[src/rtl/calc_pkg.sv]
// Shared types and constants for the calculator driver: opcodes, FSM states,
// command payload and the divide-by-zero result code.
package calc_pkg;

    localparam int unsigned OPND_W = 8;
    localparam int unsigned OP_W   = 2;
    localparam int unsigned RES_W  = 16;

    typedef enum logic [OP_W-1:0] {
        OP_ADD = 2'b00,
        OP_SUB = 2'b01,
        OP_MUL = 2'b10,
        OP_DIV = 2'b11
    } op_e;

    typedef enum logic [1:0] {
        IDLE = 2'b00,
        WAIT = 2'b01,
        HOLD = 2'b10
    } state_e;

    localparam logic [RES_W-1:0] DIV0_RESULT = 16'hFFFF;

    typedef struct packed {
        logic [OPND_W-1:0] a;
        logic [OPND_W-1:0] b;
        op_e               op;
    } cmd_t;

    // A divide with a zero divisor never uses the calculator's answer.
    function automatic logic is_div0(input cmd_t c);
        return (c.op == OP_DIV) && (c.b == '0);
    endfunction

endpackage

[src/rtl/calc_cmd_fifo.sv]
// Command queue: DEPTH entries of {a,b,op}, wrap-around pointers, registered
// full/empty flags. Pushes at full and pops at empty are ignored.
module calc_cmd_fifo
    import calc_pkg::*;
#(
    parameter int unsigned DEPTH = 4
) (
    input  logic clk,
    input  logic rst,
    input  logic push,
    input  cmd_t wdata,
    input  logic pop,
    output cmd_t rdata,
    output logic full,
    output logic empty
);

    localparam int unsigned PTR_W = (DEPTH > 1) ? $clog2(DEPTH) : 1;
    localparam int unsigned CNT_W = PTR_W + 1;

    cmd_t             mem [DEPTH];
    logic [PTR_W-1:0] wr_ptr;
    logic [PTR_W-1:0] rd_ptr;
    logic [CNT_W-1:0] count;
    logic [CNT_W-1:0] count_nxt;
    logic             push_ok;
    logic             pop_ok;

    assign push_ok = push && !full;
    assign pop_ok  = pop && !empty;
    assign rdata   = mem[rd_ptr];

    always_comb begin
        count_nxt = count;
        case ({push_ok, pop_ok})
            2'b10:   count_nxt = count + CNT_W'(1);
            2'b01:   count_nxt = count - CNT_W'(1);
            default: count_nxt = count;
        endcase
    end

    // Storage carries no reset; only pointers and count define validity.
    always_ff @(posedge clk) begin
        if (push_ok) begin
            mem[wr_ptr] <= wdata;
        end
    end

    always_ff @(posedge clk or posedge rst) begin
        if (rst) begin
            wr_ptr <= '0;
            rd_ptr <= '0;
            count  <= '0;
            full   <= 1'b0;
            empty  <= 1'b1;
        end else begin
            if (push_ok) begin
                wr_ptr <= wr_ptr + PTR_W'(1);
            end
            if (pop_ok) begin
                rd_ptr <= rd_ptr + PTR_W'(1);
            end
            count <= count_nxt;
            full  <= (count_nxt == CNT_W'(DEPTH));
            empty <= (count_nxt == '0);
        end
    end

endmodule

[src/rtl/calc_driver.sv]
// Queues calculator commands, drives them one at a time onto an external
// combinational calculator, and holds each captured result for a consumer.
module calc_driver
    import calc_pkg::*;
#(
    parameter int unsigned DEPTH  = 4,
    parameter int unsigned SETTLE = 1
) (
    input  logic              clk,
    input  logic              rst,
    input  logic              cmd_valid,
    output logic              cmd_ready,
    input  logic [OPND_W-1:0] cmd_a,
    input  logic [OPND_W-1:0] cmd_b,
    input  logic [OP_W-1:0]   cmd_op,
    output logic [OPND_W-1:0] first_num,
    output logic [OPND_W-1:0] second_num,
    output logic [OP_W-1:0]   operation,
    input  logic [RES_W-1:0]  calc_out,
    output logic              res_valid,
    input  logic              res_ready,
    output logic [RES_W-1:0]  res_data,
    output logic              res_err
);

    localparam int unsigned CNT_W = (SETTLE > 1) ? $clog2(SETTLE) : 1;

    state_e           state;
    cmd_t             drive;
    cmd_t             head;
    cmd_t             wdata;
    logic [CNT_W-1:0] settle_cnt;
    logic             fifo_full;
    logic             fifo_empty;
    logic             pop;

    assign wdata = '{a: cmd_a, b: cmd_b, op: op_e'(cmd_op)};
    assign pop   = (state == IDLE) && !fifo_empty;

    calc_cmd_fifo #(
        .DEPTH (DEPTH)
    ) u_fifo (
        .clk   (clk),
        .rst   (rst),
        .push  (cmd_valid),
        .wdata (wdata),
        .pop   (pop),
        .rdata (head),
        .full  (fifo_full),
        .empty (fifo_empty)
    );

    assign cmd_ready  = !fifo_full;
    assign first_num  = drive.a;
    assign second_num = drive.b;
    assign operation  = drive.op;

    // The drive register only changes on a pop, so operands stay put through WAIT/HOLD.
    always_ff @(posedge clk or posedge rst) begin
        if (rst) begin
            state      <= IDLE;
            drive      <= '{a: '0, b: '0, op: OP_ADD};
            settle_cnt <= '0;
            res_valid  <= 1'b0;
            res_data   <= '0;
            res_err    <= 1'b0;
        end else begin
            case (state)
                IDLE: begin
                    if (!fifo_empty) begin
                        drive      <= head;
                        settle_cnt <= '0;
                        state      <= WAIT;
                    end
                end
                WAIT: begin
                    settle_cnt <= settle_cnt + CNT_W'(1);
                    if (settle_cnt == CNT_W'(SETTLE - 1)) begin
                        if (is_div0(drive)) begin
                            res_data <= DIV0_RESULT;
                            res_err  <= 1'b1;
                        end else begin
                            res_data <= calc_out;
                            res_err  <= 1'b0;
                        end
                        res_valid <= 1'b1;
                        state     <= HOLD;
                    end
                end
                HOLD: begin
                    if (res_ready) begin
                        res_valid <= 1'b0;
                        state     <= IDLE;
                    end
                end
                default: state <= IDLE;
            endcase
        end
    end

endmodule

[config.mk]
export PLATFORM = sky130hd
export DESIGN_NAME = calc_driver
export DESIGN_NICKNAME = d
export VERILOG_FILES = /design/src/rtl/calc_pkg.sv /design/src/rtl/calc_cmd_fifo.sv /design/src/rtl/calc_driver.sv
export SDC_FILE = /design/constraint.sdc
export NUM_CORES = 1
export LEC_CHECK = 0
export CORE_UTILIZATION = 53
export CTS_CLUSTER_DIAMETER = 150
export CTS_CLUSTER_SIZE = 10
export DETAILED_ROUTE_END_ITERATION = 7
export PLACE_DENSITY = 0.79
export RECOVER_POWER = 100
export SLEW_MARGIN = 5
export SYNTH_ARGS = -nofsm -noshare
export SYNTH_HDL_FRONTEND = slang
export SYNTH_SLANG_ARGS = --single-unit
[constraint.sdc]
create_clock -name clk -period 3 [get_ports clk]
set_input_delay 0.6 -clock clk [delete_from_list [all_inputs] [get_ports clk]]
set_output_delay 0.6 -clock clk [all_outputs]
set_load 0.05 [all_outputs]
# Word-level counts from Yosys, hierarchy flattened
# Memory sizes are Yosys's and may differ from the RTL's. A register that Yosys moved wholly into a read port is not among the register bits.
# Cells that the tools add are included.
# Widths: inputs -> output; s select.
# totals
ram_bits	72
memories	1
in_bits	38
out_inout_bits	37
register_bits	30
# op_classes
addsub	5
reduce_logical	16
n_mux	14
n_bitwise	2
eq_ne	9
# memory_table
name	depth	word_bits	rd	rd_clocked_by_memory_dff	write_ports	line_no	source
u_fifo.mem	4	18	1	1	1	calc_cmd_fifo.sv:21	cmd_t mem [DEPTH];
# op_table
op	n
$mux 16	1
$logic_not 8->1	1
$eq 2x2->1 const B	3
$mux 1	6
$mux 2	3
$ne 2x2->1 const B	3
$pmux 2 s3	1
$pmux 3 s2	1
$reduce_and 2->1	3
$reduce_and 3->1	2
$add 2x1->2 const B	2
$eq 2x1->1 const B	2
$logic_and 1x1->1	4
$pmux 1 s2	2
$reduce_bool 2->1	2
$add 3x1->3 const B	1
$eq 3x3->1 const B	1
$logic_not 3->1	1
$sub 3x1->3 const B	1
$logic_not 1->1	2
$logic_not 2->1	1
$not 1->1	2
$add 1x1->1 const B	1

# Longest topological paths before layout
# logic_depth
word_depth	6
ltp_mapped	9
mapped_depth_nobuf	7

# Hierarchy
# A second synthesis with hierarchy kept.
# hier_totals
hier_cells	274
area_unflattened_um2	4725.8
# modules_own_cells
module	area_per_inst_um2	instances	cells_per_inst	seq_area_each_um2
calc_cmd_fifo	3115.5	1	140	2388.5
calc_driver	1610.3	1	134	975.9

# Worst setup path before layout
# OpenSTA, ideal clock, no wires.
# synth_timing
path_kind	flip-flop to flip-flop
startpoint	register state[1]
endpoint	register u_fifo.full
path_stages_with_launch	8
arrival_ns	2.140
setup_slack_ns	0.750
required_time_ns	2.890
cell_sequence	dfrtp_1 -> buf_6 -> or3_2 -> buf_2 -> inv_1 -> ha_1 -> fa_1 -> o41ai_1
# synth_via
elab_chain_len	6
elab_cells_between_ends	7
cone_classes	eq/ne: 3; mux: 1; reduce/logical: 3
# synth_rtl
item	line_no	source
start, declared	calc_driver.sv:28	state_e state;
start signal, assigned	calc_driver.sv:61	state <= IDLE;
start signal, assigned	calc_driver.sv:73	state <= WAIT;
start signal, assigned	calc_driver.sv:87	state <= HOLD;
$logic_not 2->1 (*)	calc_driver.sv:38	assign pop = (state == IDLE) && !fifo_empty;
$logic_and 1x1->1 (*)	calc_driver.sv:38	
$logic_and 1x1->1 (*)	calc_cmd_fifo.sv:30	assign pop_ok = pop && !empty;
$eq 2x1->1 / $eq 2x2->1 (equally long branches)	calc_cmd_fifo.sv:35	case ({push_ok, pop_ok})
$pmux 3 s2 (*)	calc_cmd_fifo.sv:35	
$eq 3x3->1 (*)	calc_cmd_fifo.sv:64	full <= (count_nxt == CNT_W'(DEPTH));
end signal, assigned	calc_cmd_fifo.sv:64	
end, declared	calc_cmd_fifo.sv:14	output logic full,
# Mark *: on every way between the ends. The rest lies on a longest branch, timed or not.
# A chain may end at the register's enable or synchronous reset.

# Worst setup path after layout
# layout_timing
startpoint	input port cmd_valid
endpoint	memory u_fifo.mem[0][12] (netlist name), enable pin
# layout_via
elab_chain_len	3
# layout_rtl
item	line_no	source
start, declared	calc_driver.sv:11	input logic cmd_valid,
$logic_and 1x1->1	calc_cmd_fifo.sv:29	assign push_ok = push && !full;
$mux 1	calc_cmd_fifo.sv:44	if (push_ok) begin
$mux 1 (implied by the code)	calc_cmd_fifo.sv:45	mem[wr_ptr] <= wdata;
end, declared	calc_cmd_fifo.sv:21	
# No other way between the ends.

==> flow_summary.json <==
{
  "outcome": "finished, final reports clean",
  "synth_edf_count": 72,
  "ios": 75,
  "dieWidth_um": 96.42,
  "crit_arrival_ns": 2.63,
  "grt_overflow": 0,
  "core_mm2": 0.008678,
  "syn_area_per_cell_um2": 15.09,
  "cts_sinks": 120,
  "grt_use_total_pct": 21.20,
  "gp_congestion": 0.7051,
  "grt_pass1_vias": 2785,
  "num_antenna_cells": 0,
  "seq_area_frac_synth_pct": 71.21,
  "p_per_area_mw_per_mm2": 1215,
  "finalSetupViolations": 0,
  "synth-seq-cells": 120,
  "post_route_cells_drive_above_1_share_pct": 9.732,
  "end_kind": "flip-flop",
  "skew_ns": 0.007058,
  "route.detailed.drc": 0,
  "grt_start_max_net_pins": 49,
  "yosysUniqueCellTypes": 33,
  "cts-resized-gates": 0,
  "power_switching_share_pct": 37.32,
  "comb_power_share_pct": 36.9,
  "layout_commonest_cell": "edfxtp_1",
  "drt_wl_total_um": 8982,
  "die-area_mm2": 0.009296,
  "path_clk_slew_ns": 0.05,
  "async_flop_share_pct": 40.00,
  "antenna_found_initial": 0,
  "fillers": 587,
  "min_period_over_period_pct": 83.68,
  "r2r_start": "u_fifo.full",
  "p_int_w": 0.004649,
  "whs_path_depth": 2,
  "nets": 442,
  "crit_fanout": 18,
  "syn-num-nets": 357,
  "cts_root_buf": "clkbuf_8",
  "slew_violations": 0,
  "postCtsSetupBuffers": 0,
  "clock.fmax_mhz": 398.3,
  "placed_area_mm2": 0.005557,
  "clock_path_buffers": 2,
  "rows": 34,
  "drtAntennaViolNets": 0,
  "synthCells": 313,
  "worst_skew_pair.late_latency_ns": 0.51,
  "slew_headroom_pct": 18.86,
  "min_path_type": "flip-flop to flip-flop",
  "place_hpwl_um": 5310,
  "final_cell_mix": "edfxtp_1, dlygate4sd3_1, dfrtp_1",
  "start_util_pct": 54.44,
  "hold_buffers": 0,
  "worst_pin_slew_ns": 1.217,
  "first_iter_violations": 159,
  "critPathKind": "primary input to flip-flop",
  "p_switching_w": 0.002768,
  "netlist.area_leader.share_pct": 45.76,
  "finish.instance_area_mm2": 0.006105,
  "synthTopCellsByArea": "edfxtp_1, dfrtp_1, mux2i_1",
  "routedWlPerCell_um": 17.31,
  "hold_start": "res_err",
  "p_seq_share_pct": 34.2,
  "pwr-share-clk_pct": 28.8,
  "synthToLayoutAreaGrowth_pct": 29.21,
  "fin_util_pct": 70.34,
  "worstSetupStartpoint": "cmd_valid",
  "critical_path_required_ns": 3.12,
  "synth.largest_area_cell": "edfxtp_1",
  "rsz0062_at_grt": "false",
  "firstDrtPassIters": 4,
  "vias": 2808,
  "yosys_most_used_dff": "edfxtp_1",
  "setup_tns_ns": 0,
  "port_buffers": 74,
  "reg2reg_depth": 4,
  "cap_violations": 0,
  "cp-start-kind": "primary input",
  "htreeDepth": 4,
  "yosysWarnings": 0,
  "period_minus_slack_ns": 2.510,
  "vdd_drop_max_uv": 639.3,
  "synth_area_mm2": 0.004725,
  "vias_per_cell": 5.410,
  "cts-buffers-inserted": 17,
  "grt_pass1_wl_um": 13870,
  "p_leak_nw": 2.393,
  "die-height_um": 96.42,
  "cts_tree": "done",
  "hold_viol": 0
}
final timing paths:
check / slack (ns) / end
max in group asynchronous: 1.24 / u_fifo.rd_ptr[0]
min in group asynchronous: 0.93 / first_num[0]
hold reg to reg: 0.47 / res_err
setup reg to reg: 0.72 / u_fifo.mem[0][12]
setup / recovery: 0.49 / u_fifo.mem[0][12]
hold / removal: 0.47 / res_err
power groups by stage:
stage          sequential (W)  clock, W  combinational, W
2_1_floorplan         0.00329         0           0.00138
3_3_place_gp          0.00254         0           0.00287
3_5_place_dp          0.00256         0           0.00295
4_1_cts               0.00255   0.00216           0.00297
5_1_grt               0.00259   0.00224           0.00296
6_report              0.00254   0.00214           0.00274
synth_stat cells (2+ instances only):
cell type,count
edfxtp_1,72
dfrtp_1,47
mux2i_1,36
nor2_1,34
nand2_1,23
a21oi_1,16
o221ai_2,11
inv_1,9
clkbuf_1,7
o221ai_1,7
xnor2_1,7
o21ai_0,6
buf_2,5
ha_1,5
and2_1,4
buf_6,3
nor2b_1,3
nor3_1,2
nor4_1,2
metrics by stage:
stage | power, W | worst slack (ns) | hold slack [ns] | instances
after floorplan | 0.004674 | 0.7500 | 0.4432 | 313
after global placement | 0.005409 | 0.4632 | 0.4627 | 487
after detailed placement | 0.005509 | 0.3267 | 0.4692 | 487
after CTS | 0.007686 | 0.6224 | 0.4817 | 519
after global routing | 0.007791 | 0.3416 | 0.5115 | 519
final | 0.007417 | 0.4896 | 0.4717 | 519
cell type report:
cell class	count	area, um2	area share, %
Inverter	9	33.78	0.5534
Timing Repair Buffer	82	779.5	12.77
Sequential cell	120	3366	55.13
Clock buffer	18	427.9	7.010
Tap cell	108	135.1	2.214
Clock inverter	14	203.9	3.341
Multi-Input combinational cell	168	1159	18.98
state kept, by name, indices dropped and copies added (netlist names):
signal         count
operation          2
u_fifo.count       3
res_valid          1
u_fifo.wr_ptr      2
u_fifo.empty       1
u_fifo.mem        72
u_fifo.rd_ptr      2
res_err            1
u_fifo.full        1
settle_cnt         1
second_num         8
first_num          8
res_data          16
state              2
cells by family (layout without fill, tap and decap cells):
logic type | count (synthesis) | in the layout | synth area share (%)
xor+xnor | 7 | 7 | 1.298
buf+inv | 25 | 123 | 2.940
flops | 120 | 120 | 71.21
simple gates | 76 | 76 | 7.442
compound gates | 42 | 42 | 7.495
mux | 37 | 37 | 7.866
fa+ha+maj | 6 | 6 | 1.748
per-layer routing:
layer  global-route usage, %  routed length (um)
met3                   6.495                 614
met4                   7.843                  84
met1                   24.88                3581
met2                   36.82                4702
met5                       0                   0
critical path, cell delays in order:
cell	delay [ns]
dlygate4sd3_1	0.51
nor2b_1	0.18
clkbuf_1	0.27
and2_1	0.17
clkbuf_1	0.89
Power figures use the tool's default switching activity.
